$ cat src/rtl/rtc_calendar_core_if.sv
// Control and display bundle between the DE2 clock front panel and the RTC calendar core.
interface rtc_calendar_core_if;
    logic       run_en;
    logic       edit_en;
    logic [2:0] edit_field;
    logic       inc_pulse;
    logic       dec_pulse;
    logic [5:0] sec;
    logic [5:0] min;
    logic [4:0] hour;
    logic [3:0] hour12;
    logic       pm;
    logic [4:0] day;
    logic [3:0] month;
    logic [6:0] year;
    logic       tick_1hz;
    logic       blink;

    modport master (
        output run_en, edit_en, edit_field, inc_pulse, dec_pulse,
        input  sec, min, hour, hour12, pm, day, month, year, tick_1hz, blink
    );

    modport slave (
        input  run_en, edit_en, edit_field, inc_pulse, dec_pulse,
        output sec, min, hour, hour12, pm, day, month, year, tick_1hz, blink
    );
endinterface

$ cat src/rtl/rtc_calendar_core.sv
// Timekeeping core: 1 Hz prescaler, sec/min/hour with a leap-aware day/month/year calendar,
// per-field edit stepping with time frozen, and a free-running display blink clock.
module rtc_calendar_core #(
    parameter int CLK_HZ   = 50_000_000,
    parameter int BLINK_HZ = 2
) (
    input  logic               CLOCK_50,
    input  logic               reset,
    rtc_calendar_core_if.slave bus
);
    localparam int PRESC_W  = $clog2(CLK_HZ + 1);
    localparam int BLINK_TC = CLK_HZ / (2 * BLINK_HZ) - 1;
    localparam int BLINK_W  = $clog2(BLINK_TC + 2);
    localparam logic [PRESC_W-1:0] PRESC_LAST = PRESC_W'(CLK_HZ - 1);
    localparam logic [BLINK_W-1:0] BLINK_LAST = BLINK_W'(BLINK_TC);

    localparam logic [2:0] FIELD_SEC   = 3'd0;
    localparam logic [2:0] FIELD_MIN   = 3'd1;
    localparam logic [2:0] FIELD_HOUR  = 3'd2;
    localparam logic [2:0] FIELD_DAY   = 3'd3;
    localparam logic [2:0] FIELD_MONTH = 3'd4;
    localparam logic [2:0] FIELD_YEAR  = 3'd5;

    logic [5:0]         sec_q, sec_n;
    logic [5:0]         min_q, min_n;
    logic [4:0]         hour_q, hour_n;
    logic [4:0]         day_q, day_n;
    logic [3:0]         month_q, month_n;
    logic [6:0]         year_q, year_n;
    logic [PRESC_W-1:0] presc_q, presc_n;
    logic               tick_q, tick_n;
    logic [BLINK_W-1:0] blink_cnt_q, blink_cnt_n;
    logic               blink_q, blink_n;
    logic [4:0]         cur_dim;
    logic [4:0]         new_dim;
    logic [3:0]         hour12_c;

    function automatic logic [4:0] days_in_month(input logic [3:0] m, input logic [6:0] y);
        logic [4:0] d;
        case (m)
            4'd4, 4'd6, 4'd9, 4'd11: d = 5'd30;
            4'd2:                    d = ((y % 7'd4) == 7'd0) ? 5'd29 : 5'd28;
            default:                 d = 5'd31;
        endcase
        return d;
    endfunction

    // Edit stepping wraps inside the field's own range and never carries.
    function automatic logic [6:0] wrap_step(input logic [6:0] v, input logic [6:0] lo,
                                             input logic [6:0] hi, input logic up);
        logic [6:0] r;
        if (up) r = (v >= hi) ? lo : v + 7'd1;
        else    r = (v <= lo) ? hi : v - 7'd1;
        return r;
    endfunction

    always_comb begin
        sec_n   = sec_q;
        min_n   = min_q;
        hour_n  = hour_q;
        day_n   = day_q;
        month_n = month_q;
        year_n  = year_q;
        presc_n = presc_q;
        tick_n  = 1'b0;
        cur_dim = days_in_month(month_q, year_q);
        new_dim = cur_dim;
        if (bus.edit_en) begin
            presc_n = '0;
            if (bus.inc_pulse ^ bus.dec_pulse) begin
                case (bus.edit_field)
                    FIELD_SEC:  sec_n  = 6'(wrap_step(7'(sec_q), 7'd0, 7'd59, bus.inc_pulse));
                    FIELD_MIN:  min_n  = 6'(wrap_step(7'(min_q), 7'd0, 7'd59, bus.inc_pulse));
                    FIELD_HOUR: hour_n = 5'(wrap_step(7'(hour_q), 7'd0, 7'd23, bus.inc_pulse));
                    FIELD_DAY:  day_n  = 5'(wrap_step(7'(day_q), 7'd1, 7'(cur_dim), bus.inc_pulse));
                    FIELD_MONTH: begin
                        month_n = 4'(wrap_step(7'(month_q), 7'd1, 7'd12, bus.inc_pulse));
                        new_dim = days_in_month(month_n, year_q);
                        if (day_q > new_dim) day_n = new_dim;
                    end
                    FIELD_YEAR: begin
                        year_n  = wrap_step(year_q, 7'd0, 7'd99, bus.inc_pulse);
                        new_dim = days_in_month(month_q, year_n);
                        if (day_q > new_dim) day_n = new_dim;
                    end
                    default: ;
                endcase
            end
        end else if (bus.run_en) begin
            if (presc_q == PRESC_LAST) begin
                presc_n = '0;
                tick_n  = 1'b1;
                if (sec_q == 6'd59) begin
                    sec_n = '0;
                    if (min_q == 6'd59) begin
                        min_n = '0;
                        if (hour_q == 5'd23) begin
                            hour_n = '0;
                            if (day_q >= cur_dim) begin
                                day_n = 5'd1;
                                if (month_q == 4'd12) begin
                                    month_n = 4'd1;
                                    year_n  = (year_q == 7'd99) ? 7'd0 : year_q + 7'd1;
                                end else begin
                                    month_n = month_q + 4'd1;
                                end
                            end else begin
                                day_n = day_q + 5'd1;
                            end
                        end else begin
                            hour_n = hour_q + 5'd1;
                        end
                    end else begin
                        min_n = min_q + 6'd1;
                    end
                end else begin
                    sec_n = sec_q + 6'd1;
                end
            end else begin
                presc_n = presc_q + PRESC_W'(1);
            end
        end
    end

    // The blink divider ignores run/edit so the edited field keeps flashing.
    always_comb begin
        blink_cnt_n = blink_cnt_q + BLINK_W'(1);
        blink_n     = blink_q;
        if (blink_cnt_q == BLINK_LAST) begin
            blink_cnt_n = '0;
            blink_n     = ~blink_q;
        end
    end

    always_ff @(posedge CLOCK_50) begin
        if (reset) begin
            sec_q       <= '0;
            min_q       <= '0;
            hour_q      <= '0;
            day_q       <= 5'd1;
            month_q     <= 4'd1;
            year_q      <= '0;
            presc_q     <= '0;
            tick_q      <= 1'b0;
            blink_cnt_q <= '0;
            blink_q     <= 1'b0;
        end else begin
            sec_q       <= sec_n;
            min_q       <= min_n;
            hour_q      <= hour_n;
            day_q       <= day_n;
            month_q     <= month_n;
            year_q      <= year_n;
            presc_q     <= presc_n;
            tick_q      <= tick_n;
            blink_cnt_q <= blink_cnt_n;
            blink_q     <= blink_n;
        end
    end

    always_comb begin
        if (hour_q == 5'd0)       hour12_c = 4'd12;
        else if (hour_q > 5'd12)  hour12_c = 4'(hour_q - 5'd12);
        else                      hour12_c = hour_q[3:0];
    end

    assign bus.sec      = sec_q;
    assign bus.min      = min_q;
    assign bus.hour     = hour_q;
    assign bus.hour12   = hour12_c;
    assign bus.pm       = (hour_q >= 5'd12);
    assign bus.day      = day_q;
    assign bus.month    = month_q;
    assign bus.year     = year_q;
    assign bus.tick_1hz = tick_q;
    assign bus.blink    = blink_q;
endmodule

$ cat src/flat_wrapper.sv
// flat-port wrapper written by rule: the top's interface ports become plain ports
module rtc_calendar_core_flat 
#(
    parameter int CLK_HZ   = 50_000_000,
    parameter int BLINK_HZ = 2
)
  (CLOCK_50, reset, bus_run_en, bus_edit_en, bus_edit_field, bus_inc_pulse, bus_dec_pulse, bus_sec, bus_min, bus_hour, bus_hour12, bus_pm, bus_day, bus_month, bus_year, bus_tick_1hz, bus_blink);
  rtc_calendar_core_if bus_i ();
  input  logic CLOCK_50;
  input  logic reset;
  input wire logic [$bits(bus_i.run_en)-1:0] bus_run_en;
  input wire logic [$bits(bus_i.edit_en)-1:0] bus_edit_en;
  input wire logic [$bits(bus_i.edit_field)-1:0] bus_edit_field;
  input wire logic [$bits(bus_i.inc_pulse)-1:0] bus_inc_pulse;
  input wire logic [$bits(bus_i.dec_pulse)-1:0] bus_dec_pulse;
  output wire logic [$bits(bus_i.sec)-1:0] bus_sec;
  output wire logic [$bits(bus_i.min)-1:0] bus_min;
  output wire logic [$bits(bus_i.hour)-1:0] bus_hour;
  output wire logic [$bits(bus_i.hour12)-1:0] bus_hour12;
  output wire logic [$bits(bus_i.pm)-1:0] bus_pm;
  output wire logic [$bits(bus_i.day)-1:0] bus_day;
  output wire logic [$bits(bus_i.month)-1:0] bus_month;
  output wire logic [$bits(bus_i.year)-1:0] bus_year;
  output wire logic [$bits(bus_i.tick_1hz)-1:0] bus_tick_1hz;
  output wire logic [$bits(bus_i.blink)-1:0] bus_blink;
  assign bus_i.run_en = bus_run_en;
  assign bus_i.edit_en = bus_edit_en;
  assign bus_i.edit_field = bus_edit_field;
  assign bus_i.inc_pulse = bus_inc_pulse;
  assign bus_i.dec_pulse = bus_dec_pulse;
  assign bus_sec = bus_i.sec;
  assign bus_min = bus_i.min;
  assign bus_hour = bus_i.hour;
  assign bus_hour12 = bus_i.hour12;
  assign bus_pm = bus_i.pm;
  assign bus_day = bus_i.day;
  assign bus_month = bus_i.month;
  assign bus_year = bus_i.year;
  assign bus_tick_1hz = bus_i.tick_1hz;
  assign bus_blink = bus_i.blink;
  rtc_calendar_core #(.CLK_HZ(CLK_HZ), .BLINK_HZ(BLINK_HZ)) u_core (.CLOCK_50(CLOCK_50), .reset(reset), .bus(bus_i));
endmodule
$ cat config.mk
export PLATFORM = sky130hd
export DESIGN_NAME = rtc_calendar_core_flat
export DESIGN_NICKNAME = d
export VERILOG_FILES = /design/src/rtl/rtc_calendar_core_if.sv /design/src/rtl/rtc_calendar_core.sv /design/src/flat_wrapper.sv
export SDC_FILE = /design/constraint.sdc
export NUM_CORES = 1
export LEC_CHECK = 0
export ABC_AREA = 0
export CORE_ASPECT_RATIO = 0.5
export CORE_MARGIN = 3
export CORE_UTILIZATION = 53
export DETAILED_ROUTE_END_ITERATION = 8
export HOLD_SLACK_MARGIN = 0.05
export PLACE_DENSITY = 0.77
export SETUP_SLACK_MARGIN = 0.5
export SYNTH_ARGS = -nofsm -noshare
export SYNTH_HDL_FRONTEND = slang
export SYNTH_SLANG_ARGS = --single-unit
$ cat constraint.sdc
create_clock -name CLOCK_50 -period 2.8 [get_ports CLOCK_50]
set_input_delay 0.28 -clock CLOCK_50 [delete_from_list [all_inputs] [get_ports CLOCK_50]]
set_output_delay 0.28 -clock CLOCK_50 [all_outputs]
set_load 0.02 [all_outputs]
# --- Word-level counts from Yosys, hierarchy flattened ---
# Index checks and enable logic that the tools add are counted.
totals:
  wordCells: 195
  inputBits: 9
  reg_bits: 85
  out_inout_bits: 40
op_classes:
  n_lt_le_gt_ge: 17
  n_mux: 92
  eq_ne: 31
  n_addsub: 20
  bitwise_logic: 3
  n_reduce_logical: 22
op_table:
  columns: ["op", "count"]
  rows:
  - ["$mux W5", 30]
  - ["$mux W7", 17]
  - ["$mux W6", 19]
  - ["$mux W4", 18]
  - ["$pmux W5 S2", 3]
  - ["$add A26 B1 Y26 const B", 1]
  - ["$eq A26 B26 Y1 const B", 1]
  - ["$mux W26", 1]
  - ["$add A24 B1 Y24 const B", 1]
  - ["$add A6 B1 Y6 const B", 4]
  - ["$eq A24 B24 Y1 const B", 1]
  - ["$add A5 B1 Y5 const B", 4]
  - ["$eq A4 B4 Y1 const B", 5]
  - ["$reduce_and A9 Y1", 2]
  - ["$eq A4 B3 Y1 const B", 4]
  - ["$pmux W5 S3", 1]
  - ["$logic_not A7 Y1", 2]
  - ["$reduce_bool A2 Y1", 7]
  - ["$eq A6 B6 Y1 const B", 2]
  - ["$ge A6 B6 Y1 const B", 2]
  - ["$le A6 B1 Y1 const B", 2]
  - ["$ne A2 B1 Y1 const B", 6]
  - ["$sub A6 B1 Y6 const B", 2]
  - ["$ge A5 B5 Y1", 2]
  - ["35 further kinds", 48]

# --- Depth between registers and ports, before layout ---
depth:
  word_depth: 17
  depth_mapped: 14
  ltp_nobuf: 14

# --- Least setup slack after synthesis ---
# OpenSTA, ideal clock, no wires.
synth_path:
  path_type: "register to register"
  start: "reg u_core.month_q[0], in the netlist u_core.bus.month[0]"
  end: "reg u_core.day_q[3], in the netlist u_core.bus.day[3]"
  stages_incl_launch_ff: 15
  required_ps: 2730
  setup_ps: 70
  synth_period_minus_slack_ps: 2987
  setup_slack_ps: -187
  t_arrival_ps: 2917
  n_path_buf: 0
  cell_sequence: "dfxtp_1 inv_1 ha_1 nor2_1 a21boi_0 o31a_1 nand3_1 and2_1 ha_1 a21oi_1 o21ai_0 a211oi_1 o22ai_2 a311o_1 a21oi_1"
synth_between:
  elab_chain_cells: 15
  word_cells_on_any_way: 49
  classes_between: "2 x add/sub; 6 x order compare; 12 x eq/ne; 26 x mux; 3 x reduce/logical"
synth_rtl:
  columns: ["item", "line_no", "text"]
  rows:
  - ["start: declaration", "rtc_calendar_core.sv:28", "logic [3:0] month_q, month_n;"]
  - ["start signal: assignment", "rtc_calendar_core.sv:152", "month_q <= month_n;"]
  - ["$sub A4 B1 Y4 (tied with other cells)", "rtc_calendar_core.sv:53", "else r = (v <= lo) ? hi : v - 7'd1;"]
  - ["$mux W4, on equally long branches", "rtc_calendar_core.sv:53, rtc_calendar_core.sv:52", null]
  - ["$mux W4", "rtc_calendar_core.sv:52", "if (up) r = (v >= hi) ? lo : v + 7'd1;"]
  - ["$mux W4", "rtc_calendar_core.sv:71", "case (bus.edit_field)"]
  - ["$mux W4", "rtc_calendar_core.sv:70", "if (bus.inc_pulse ^ bus.dec_pulse) begin"]
  - ["$mux W4", "rtc_calendar_core.sv:68", "if (bus.edit_en) begin"]
  - ["$eq A4 B3 Y1 / $eq A4 B4 Y1 (equally long branches)", "rtc_calendar_core.sv:40", "case (m)"]
  - ["$reduce_or A4 Y1", "rtc_calendar_core.sv:40", null]
  - ["$pmux W5 S2", "rtc_calendar_core.sv:40", null]
  - ["$mux W5", "rtc_calendar_core.sv:71", null]
  - ["$mux W5", "rtc_calendar_core.sv:70", null]
  - ["$mux W5", "rtc_calendar_core.sv:68", null]
  - ["$gt A5 B5 Y1", "rtc_calendar_core.sv:79", "if (day_q > new_dim) day_n = new_dim;"]
  - ["$ne A3 B2 Y1 (no line)", null, null]
  - ["$reduce_and A9 Y1 (no line)", null, null]
  - ["end signal: assignment", "rtc_calendar_core.sv:151", "day_q <= day_n;"]
  - ["end: declaration", "rtc_calendar_core.sv:27", "logic [4:0] day_q, day_n;"]
# Parallel ways exist; a longest one is shown, timed or not. The select of a mux whose other input is x is not followed.
# A chain may end at the register's enable or synchronous reset.

# --- Worst setup path after layout ---
layout_path:
  start: "reg u_core.month_q[0], in the netlist u_core.bus.month[0]"
  end: "reg u_core.day_q[4], in the netlist u_core.bus.day[4]"
# Same word-level chain as after synthesis.

==> run_results.csv <==
group,metric,value,unit
global_routing,antenna_found_initial,0,
detailed_routing,drtAntennaViolNets,0,
timing,worst_pin_slew,0.733,ns
power,leakage,0.00262,µW
timing,rsz0062_at_grt,"true",
worst_setup_path,reg2reg_from,"u_core.bus.month[0]",
logic_synthesis,avgSynthCellArea,7.58,µm²
cts,hold_buffers,0,
worst_setup_path,critPathMaxFanout,6,
worst_setup_path,path_class,"flip-flop to flip-flop",
power,ir_worst_vdd,287,µV
cts,clockRootBuffer,"clkbuf_16",
timing,post-route-min-period,2.94,ns
floorplanning,fp.dieH,79.7,µm
timing,hold_viol_final,0,
floorplanning,die_area,12200,µm²
placement,port_buffers,48,
timing,setup_ws,-0.136,ns
global_routing,grt_pass1_wl,25.9,mm
timing,fin_crit_sh,105,%
timing,fmax,0.341,GHz
power,powerDensity,403,nW/µm²
worst_setup_path,worstSetupStartpointType,"flip-flop",
global_routing,grt_pass1_vias,5485,
hold_path,min_from,"u_core.blink_cnt_q[0]",
layout,fin_nets,881,
worst_setup_path,cp-end-kind,"flip-flop",
detailed_routing,drt_wl_total,15.6,mm
global_routing,grt_usage,25.2,%
logic_synthesis,synth_warnings,0,
logic_synthesis,synth-seq-cells,85,
floorplanning,num_rows,26,
worst_setup_path,critPathSlowestCell,"or4_4",
logic_synthesis,synth_flop_cell,"dfxtp_1",
cts,numCtsBuffers,9,
logic_synthesis,synth.distinct_cells,80,
worst_setup_path,cp_cell_sequence,"or4_4 > a21oi_4 > buf_6 > or3_4 > nand3_2 > and2_4 > ha_4 > a21oi_2 > o21ai_1 > a211oi_2 > o22ai_2 > a211oi_1 > nor3_2",
floorplanning,start_util,55.4,%
cts,clock-sinks,85,
detailed_routing,routedWlPerCell,15.7,µm
worst_setup_path,startpoint,"u_core.bus.month[0]",
layout,syn_to_final_growth,27.3,%
global_routing,grt_max_degree,32,
logic_synthesis,yosysSeqAreaShare,29.5,%
worst_setup_path,cpPeakStageDelay,0.54,ns
placement,dpl.hpwl,10.7,mm
timing,fin_tns_setup,-0.474,ns
global_routing,gr-total-overflow,0,
logic_synthesis,synth_edf_count,0,
timing,skew,0.00866,ns
logic_synthesis,syn_nets,797,
status,status,"complete, but fails checks",
placement,dp_slack,-0.418,ns
status,violations,"setup timing",
timing,slew_violations,0,
detailed_routing,viasPerCell,6.07,
timing,setup_viol,5,
layout,n_antenna_cell,0,
cts,path_clk_slew,0.07,ns
logic_synthesis,syn_area,5760,µm²
cts,htreeDepth,3,
layout,drive_gt1_share,18.3,%
detailed_routing,drt_pre_antenna_iters,5,
cts,cts_tree,"done",
logic_synthesis,synthCells,760,
detailed_routing,dr.first_iter.drc_count,651,
cts,clock_path_buffers,2,
hold_path,min_path_type,"flip-flop to flip-flop",
detailed_routing,vias,6005,
placement,finalWeightedCongestion,0.926,
floorplanning,die_w,153,µm
floorplanning,core_region_area,10400,µm²
worst_setup_path,crit_arrival,3.15,ns
worst_setup_path,cp_data_required_time,3.02,ns
logic_synthesis,async_reset_ff_share,0,%
cts,clk_latency,0.35,ns
run,drv_cap,0,
timing,relSlewSlack,50.7,%
detailed_routing,drcViolationCount,0,
floorplanning,io_pins,49,
-- cells in the mapped netlist (5+ instances only) --
cell | number | area, µm²
and3_1 | 11 | 68.8
a21oi_1 | 47 | 235
nor2_1 | 102 | 383
clkbuf_1 | 35 | 131
nor4b_1 | 5 | 43.8
inv_1 | 27 | 101
or2_2 | 5 | 31.3
nor2b_1 | 12 | 75.1
a31oi_1 | 16 | 100
a211oi_1 | 12 | 90.1
o21ai_0 | 36 | 180
xnor2_1 | 33 | 289
nand2b_1 | 7 | 43.8
dfxtp_1 | 85 | 1700
nand4_1 | 15 | 93.8
nor4_1 | 8 | 50.1
nand3_1 | 45 | 225
nand2_1 | 58 | 218
o22ai_1 | 6 | 37.5
o211ai_1 | 5 | 37.5
xor2_1 | 25 | 219
nor3_1 | 30 | 150
ha_1 | 28 | 350
-- timing repair --
action	4_1_cts	5_1_grt
setup buffers	4	6
gates resized for setup	32	18
pin swaps	18	8
setup endpoints to repair	27	38
-- metrics by stage --
stage / instance area (µm²) / std cells / util [%] / power [µW] / hold slack [ns]
global placement: 6760 / 963 / 64.9 / 1660 / 0.424
CTS: 7220 / 983 / 69.4 / 2950 / 0.459
finish: 7340 / 989 / 70.5 / 2960 / 0.454
floorplan: 5840 / 760 / - / 1530 / 0.413
detailed placement: 6760 / 963 / 64.9 / 1670 / 0.444
global route: 7340 / 989 / 70.5 / 3060 / 0.475
-- final cells by class --
class	instances	area [µm²]
multi-input cells	605	4010
fillers	805	3070
flip-flops and latches	85	1720
repair buffers	115	1010
clock buffers	10	239
well taps	140	175
inverters	28	105
clock inverters	6	76.3
-- path summary, 6_finish.rpt --
path	slack, ns	endpoint	cells past startpoint
setup / recovery	-0.14	u_core.bus.day[4]	13
hold / removal	0.45	u_core.blink_cnt_q[0]	1
setup reg to reg	-0.14	u_core.bus.day[4]	13
hold reg to reg	0.45	u_core.blink_cnt_q[0]	1
-- cells in the final DEF (no fill, tap or decap), types with 4 or more instances in the layout --
| cell type | instances |
|---|---|
| nor3_1 | 29 |
| nand2_1 | 58 |
| clkdlybuf4s50_1 | 44 |
| a211oi_1 | 11 |
| nand4_1 | 15 |
| o211ai_1 | 5 |
| ha_1 | 20 |
| a21oi_2 | 6 |
| ha_2 | 5 |
| xnor2_1 | 33 |
| and3_1 | 11 |
| buf_4 | 62 |
| o311ai_0 | 4 |
| buf_6 | 4 |
| a221oi_1 | 4 |
| o21bai_1 | 4 |
| o22ai_1 | 5 |
| dfxtp_2 | 11 |
| o21ai_0 | 33 |
| nand3_1 | 44 |
| nor2_1 | 98 |
| a21oi_1 | 41 |
| clkbuf_16 | 9 |
| or2_2 | 5 |
| nor2b_1 | 11 |
| xor2_1 | 24 |
| nor4b_1 | 5 |
| a31oi_1 | 15 |
| and2_1 | 4 |
| dfxtp_1 | 72 |
| inv_1 | 24 |
| a21o_1 | 4 |
| nand2b_1 | 6 |
| nor4_1 | 5 |
-- registers in the layout (all words and copies together) (netlist names) --
signal,cells
u_core.bus.day,5
u_core.bus.min,6
u_core.presc_q,26
u_core.blink_cnt_q,24
u_core.bus.year,7
u_core.bus.month,4
u_core.bus.hour,5
u_core.bus.tick_1hz,1
u_core.bus.sec,6
u_core.bus.blink,1
-- report_power, final --
part | total [µW] | internal [µW] | leakage [µW] | switching [µW]
registers | 1250 | 1220 | 0.000692 | 26.8
clock network | 1270 | 732 | 0.000156 | 536
logic | 437 | 187 | 0.00178 | 250
total | 2960 | 2140 | 0.00262 | 813
-- worst max-delay path: cells and delay by family (launching register included) --
family | cells | cell delay (ns)
adder cells (fa/ha/maj) | 1 | 0.23
AO/OA/AOI/OAI | 6 | 1.12
AND/OR/NAND/NOR | 5 | 0.99
flip-flops | 1 | 0.37
buffers and inverters | 1 | 0.12
-- metal layers --
| metal | vias to the layer above | wire length [µm] | share of wire [%] | GRT usage, % |
|---|---|---|---|---|
| li1 | 2921 | - | - | - |
| met1 | 2856 | 6990 | 45 | 32.6 |
| met4 | 0 | 189 | 1.2 | 6.17 |
| met2 | 208 | 7390 | 47 | 43.3 |
| met3 | 20 | 996 | 6.4 | 5.52 |
| met5 | - | 0 | 0 | 0 |
-- kinds of logic after synthesis --
| kind of cell | share of synthesized area (%) |
|---|---|
| AND/OR/NAND/NOR | 28.7 |
| flip-flops | 29.5 |
| multiplexers | 0.716 |
| XOR/XNOR | 8.81 |
| AO/OA/AOI/OAI | 21.3 |
| adder cells (fa/ha/maj) | 6.08 |
| buffers and inverters | 4.80 |
No activity file was read; power rests on OpenSTA's default activity.
==> RTL edit 1, RTL diff (same flow settings) <==
`BLINK_HZ` is set to 2 in 2 places; all go to 4.
--- a/src/rtl/rtc_calendar_core.sv
+++ b/src/rtl/rtc_calendar_core.sv
@@ -2,7 +2,7 @@
 // per-field edit stepping with time frozen, and a free-running display blink clock.
 module rtc_calendar_core #(
     parameter int CLK_HZ   = 50_000_000,
-    parameter int BLINK_HZ = 2
+    parameter int BLINK_HZ = 4
 ) (
     input  logic               CLOCK_50,
     input  logic               reset,
--- a/src/flat_wrapper.sv
+++ b/src/flat_wrapper.sv
@@ -2,7 +2,7 @@
 module rtc_calendar_core_flat 
 #(
     parameter int CLK_HZ   = 50_000_000,
-    parameter int BLINK_HZ = 2
+    parameter int BLINK_HZ = 4
 )
   (CLOCK_50, reset, bus_run_en, bus_edit_en, bus_edit_field, bus_inc_pulse, bus_dec_pulse, bus_sec, bus_min, bus_hour, bus_hour12, bus_pm, bus_day, bus_month, bus_year, bus_tick_1hz, bus_blink);
   rtc_calendar_core_if bus_i ();
Behaviour: same outputs for any inputs over 4 cycles, from zero or initial values and one cycle with reset high; that may be too few to reach the edited logic, so the function may still have changed.
==> RTL edit 1 against the unedited design <==
Routed wire length rose by 0.13%; synthesized cell count fell by 1.6%; the flow still finishes with violations (negative setup slack); via count barely moved; combinational power fell by 19%; final area fell by 0.95%; critical path type unchanged; hold slack got worse by 2.5 ps; area after synthesis rose by 0.30%; critical endpoint is now u_core.bus.day[2]; setup slack got worse by 380 ps; total power fell by 9.1%; sequential cell count fell by 1.
==> RTL edit 1: results (changes against the unedited design) <==
The flow ran to the end, but the final reports show violations. The final reports fail on negative setup slack. For the cell count after placement, the log shows 962 (-0.10%). The layout multi-input combinational cell count came out at 591 (-2.3%).

The reported combinational group power was 354 µW (-19%). The transition time of the tightest slew-check pin was 654 ps (-79.1 ps); the leakage power figure was 2.63 nW (+0.30%). The global-route met2 utilization is 0.425 (-0.00742).

Number of nets in the layout: 886 (+0.57%). The logic depth of the worst register-to-register path is 15 (+2). The logs give 1.11 mW (-13%) for the power in the clock group and -520 ps (-384 ps) for the post-layout worst setup margin. Number of filler instances in the final layout: 865 (+7.5%).

The netlist area before placement came out at 0.00578 mm² (+0.30%). The parity-gate share of the synthesized area counting xor and xnor cells came out at 0.0818 (-0.00633). The sequential element share of the synthesized area was 0.291 (-0.00436); the fraction of final layout cells with drive strength greater than 1 was 0.178 (-0.00458).

The run gives 267 µV (-7.0%) as the maximum VDD drop. The tools report the overall fraction of global-route tracks in use as 0.253 (+0.00111). The non-clock buffer share of cell area works out to 0.154 (+0.0154).

Following the worst setup path forward leads to its endpoint at u_core.bus.day[2]. The wire length of the first global-routing pass was 26100 µm (+0.85%); the buffer count excluding the clock tree in the final layout was 132 (+15%). The run gives 0.414 (-0.015) as the clock network fraction of total power. Ranked by instance count, the synthesized netlist is headed by sky130_fd_sc_hd__nor2_1 (97), sky130_fd_sc_hd__dfxtp_1 (84), sky130_fd_sc_hd__nand2_1 (55), sky130_fd_sc_hd__a21oi_1 (52). The number of unique standard cell types used by synthesis was 84 (+5.0%); the setup violation total in the final timing report was 16 (+11).
## RTL edit 1: cell count changes in the layout (fill, tap and decap cells not counted), moves of 6 or more
cell and change:
sky130_fd_sc_hd__a21oi_1 +7, sky130_fd_sc_hd__nor3_1 -6, sky130_fd_sc_hd__dfxtp_2 -7, sky130_fd_sc_hd__buf_4 +20
sky130_fd_sc_hd__nand3_1 -6, sky130_fd_sc_hd__a31oi_1 -6
## RTL edit 1: timing repair
action | in CTS | in global routing
gates cloned | 1 | 0
setup buffers | 14 | 1
pin swaps | 7 | 5
endpoints found under the hold margin | 0 | 0
resized for setup | 17 | 6
setup endpoints to repair | 20 | 23
## RTL edit 1: worst register-to-register path, delay by kind of cell (launching register included)
family / cells / cell delay [ps]
compound gates: 8 / 1490
fa+ha+maj: 2 / 480
buf+inv: 3 / 480
flops: 1 / 410
simple gates: 2 / 400
==> RTL edit 2, RTL diff (same flow settings) <==
Without the edit above. Reset style: asynchronous (`reset`), changed in one clocked block.
--- a/src/rtl/rtc_calendar_core.sv
+++ b/src/rtl/rtc_calendar_core.sv
@@ -132,7 +132,7 @@
         end
     end
 
-    always_ff @(posedge CLOCK_50) begin
+    always_ff @(posedge CLOCK_50 or posedge reset) begin
         if (reset) begin
             sec_q       <= '0;
             min_q       <= '0;
Formal check against the unedited RTL: differs if reset is asserted again (counterexample within 4 cycles, from zero or initial values and one cycle with reset high); with reset held inactive, the same outputs for 4 cycles.
==> RTL edit 2 against the unedited design <==
The flow still finishes with violations (negative setup slack); sequential share of layout area grew 1.5 points; setup slack lost 110 ps; first-iteration DRC count shrank 6.9%; routed wire length grew 22%; final area grew 17%; maximum frequency shrank 3.5%; area after synthesis grew 4.0%; sequential cell count is the same.
Power is not compared: it rests on default switching activity, and its combinational part moved more than twofold at a synthesized area within 25%.
==> RTL edit 2: results (changes against the unedited design) <==
The run finished, with violations left. The final reports fail on negative setup slack. The logs give -315 ps (+103 ps) for the worst slack at placement and 7 (+2) for the first-pass iteration count of the detailed router. For the wire length of the first global-routing pass, the log shows 30100 µm (+16%). Yosys attributes the largest share of cell area to sky130_fd_sc_hd__dfrtp_1 (35%), sky130_fd_sc_hd__ha_1 (6.1%), sky130_fd_sc_hd__nor2_1 (5.0%). The final total negative setup slack was -2310 ps (-1840 ps); the synthesized area per cell was 8.21 µm² (+8.3%). Highest-delay cell along the critical path: sky130_fd_sc_hd__dfstp_4. Sorting the synthesized cells by how often they occur yields sky130_fd_sc_hd__dfrtp_1 (83), sky130_fd_sc_hd__nor2_1 (80), sky130_fd_sc_hd__nand2_1 (58), sky130_fd_sc_hd__o21ai_0 (52), sky130_fd_sc_hd__a21oi_1 (42). The number of buffers added for setup after CTS is 20 (+16), and the data arrival time of the critical path is 3280 ps (+130 ps).

For the internal reg-to-reg setup slack, the log shows -240 ps (-110 ps). The final weighted congestion in routability-driven placement was 0.916 (-1.0%). The maximum cell stage delay along the critical path was 690 ps (+150 ps). The parity-gate share of the synthesized area counting xor and xnor cells was 0.0672 (-0.0209). Setup violation total in the final timing report: 15 (+10). The tightest min-delay check is of the in2async type. The complex-gate fraction of the synthesized area was 0.212 (-0.00131). The overall fraction of global-route tracks in use was 0.290 (+0.0379). Main flop type after synthesis: sky130_fd_sc_hd__dfrtp_1. For the via count of the first global-routing pass, the log shows 6232 (+14%). The async set-or-reset flop fraction in the synthesized netlist is 1.00 (+1.00), and the via density per instance is 6.32 (+4.1%). The adder-cell share of the synthesized area was 0.0605 (-0.000247).

The post-layout worst setup margin was -242 ps (-107 ps); the maximum number of pins on one net before global-route repair was 42 (+31%). Sequential element share of the synthesized area: 0.355 (+0.0600). The number of violations reported at the end of detailed-routing iteration 0 is 606 (-6.9%). The final standard cell count with taps included and fillers excluded is 1007 (+1.8%), and the final-layout worst hold slack is 391 ps (-63.4 ps). The number of nets in the layout is 900 (+2.2%). The transition time of the tightest slew-check pin came out at 1020 ps (+287 ps). The logs give 960 (-0.31%) for the cell count after placement and 8.21 ps (-0.454 ps) for the clock skew. The logs give 11400 µm (+6.6%) for the post-DP HPWL and 768 (-3.6%) for the number of nets in the synthesized netlist.
-- RTL edit 2: cell count changes in the layout (fill, tap and decap cells not counted), moves of 8 or more --
cell                      delta
sky130_fd_sc_hd__dfrtp_1    +77
sky130_fd_sc_hd__dfxtp_1    -72
sky130_fd_sc_hd__nor2_1     -37
sky130_fd_sc_hd__buf_6      +19
sky130_fd_sc_hd__o21ai_1    +18
sky130_fd_sc_hd__buf_4      +16
sky130_fd_sc_hd__nor2_4     +16
sky130_fd_sc_hd__xnor2_1    -14
sky130_fd_sc_hd__o21ai_0    -13
sky130_fd_sc_hd__dfxtp_2    -11
sky130_fd_sc_hd__o21ai_2    +10
sky130_fd_sc_hd__a21oi_1     -8
-- RTL edit 2: final cells by class --
type | instances | share of cell area
multi-input combinational | 581 | 0.506
sequential | 85 | 0.250
timing repair buffer | 156 | 0.173
clock buffer | 10 | 0.0279
tap | 140 | 0.0204
inverter | 29 | 0.0140
clock inverter | 6 | 0.00890
-- RTL edit 2: kinds of logic after synthesis --
kind of cell	after synthesis
flops	85
buf+inv	66
simple gates	301
mux	6
xor+xnor	46
compound gates	197
fa+ha+maj	29
-- RTL edit 2: critical path: cells and delay by family, from the launching register on --
kind	cells	cell delay, ps
compound gates	6	1300
fa+ha+maj	2	320
flops	1	690
simple gates	5	620
-- RTL edit 2: per-layer routing --
layer | vias to the layer above | global-route usage | share of wire
met4 | 0 | 0.115 | 0.028
li1 | 2933 | - | -
met5 | - | 0 | 0
met1 | 3083 | 0.354 | 0.41
met3 | 62 | 0.0495 | 0.059
met2 | 285 | 0.519 | 0.51
-- RTL edit 2: power by group --
group / leakage (nW) / switching (mW) / internal [mW]
Combinational: 2.29 / 1.97 / 1.77
Sequential: 1.11 / 0.329 / 1.43
Clock: 0.156 / 0.551 / 0.734
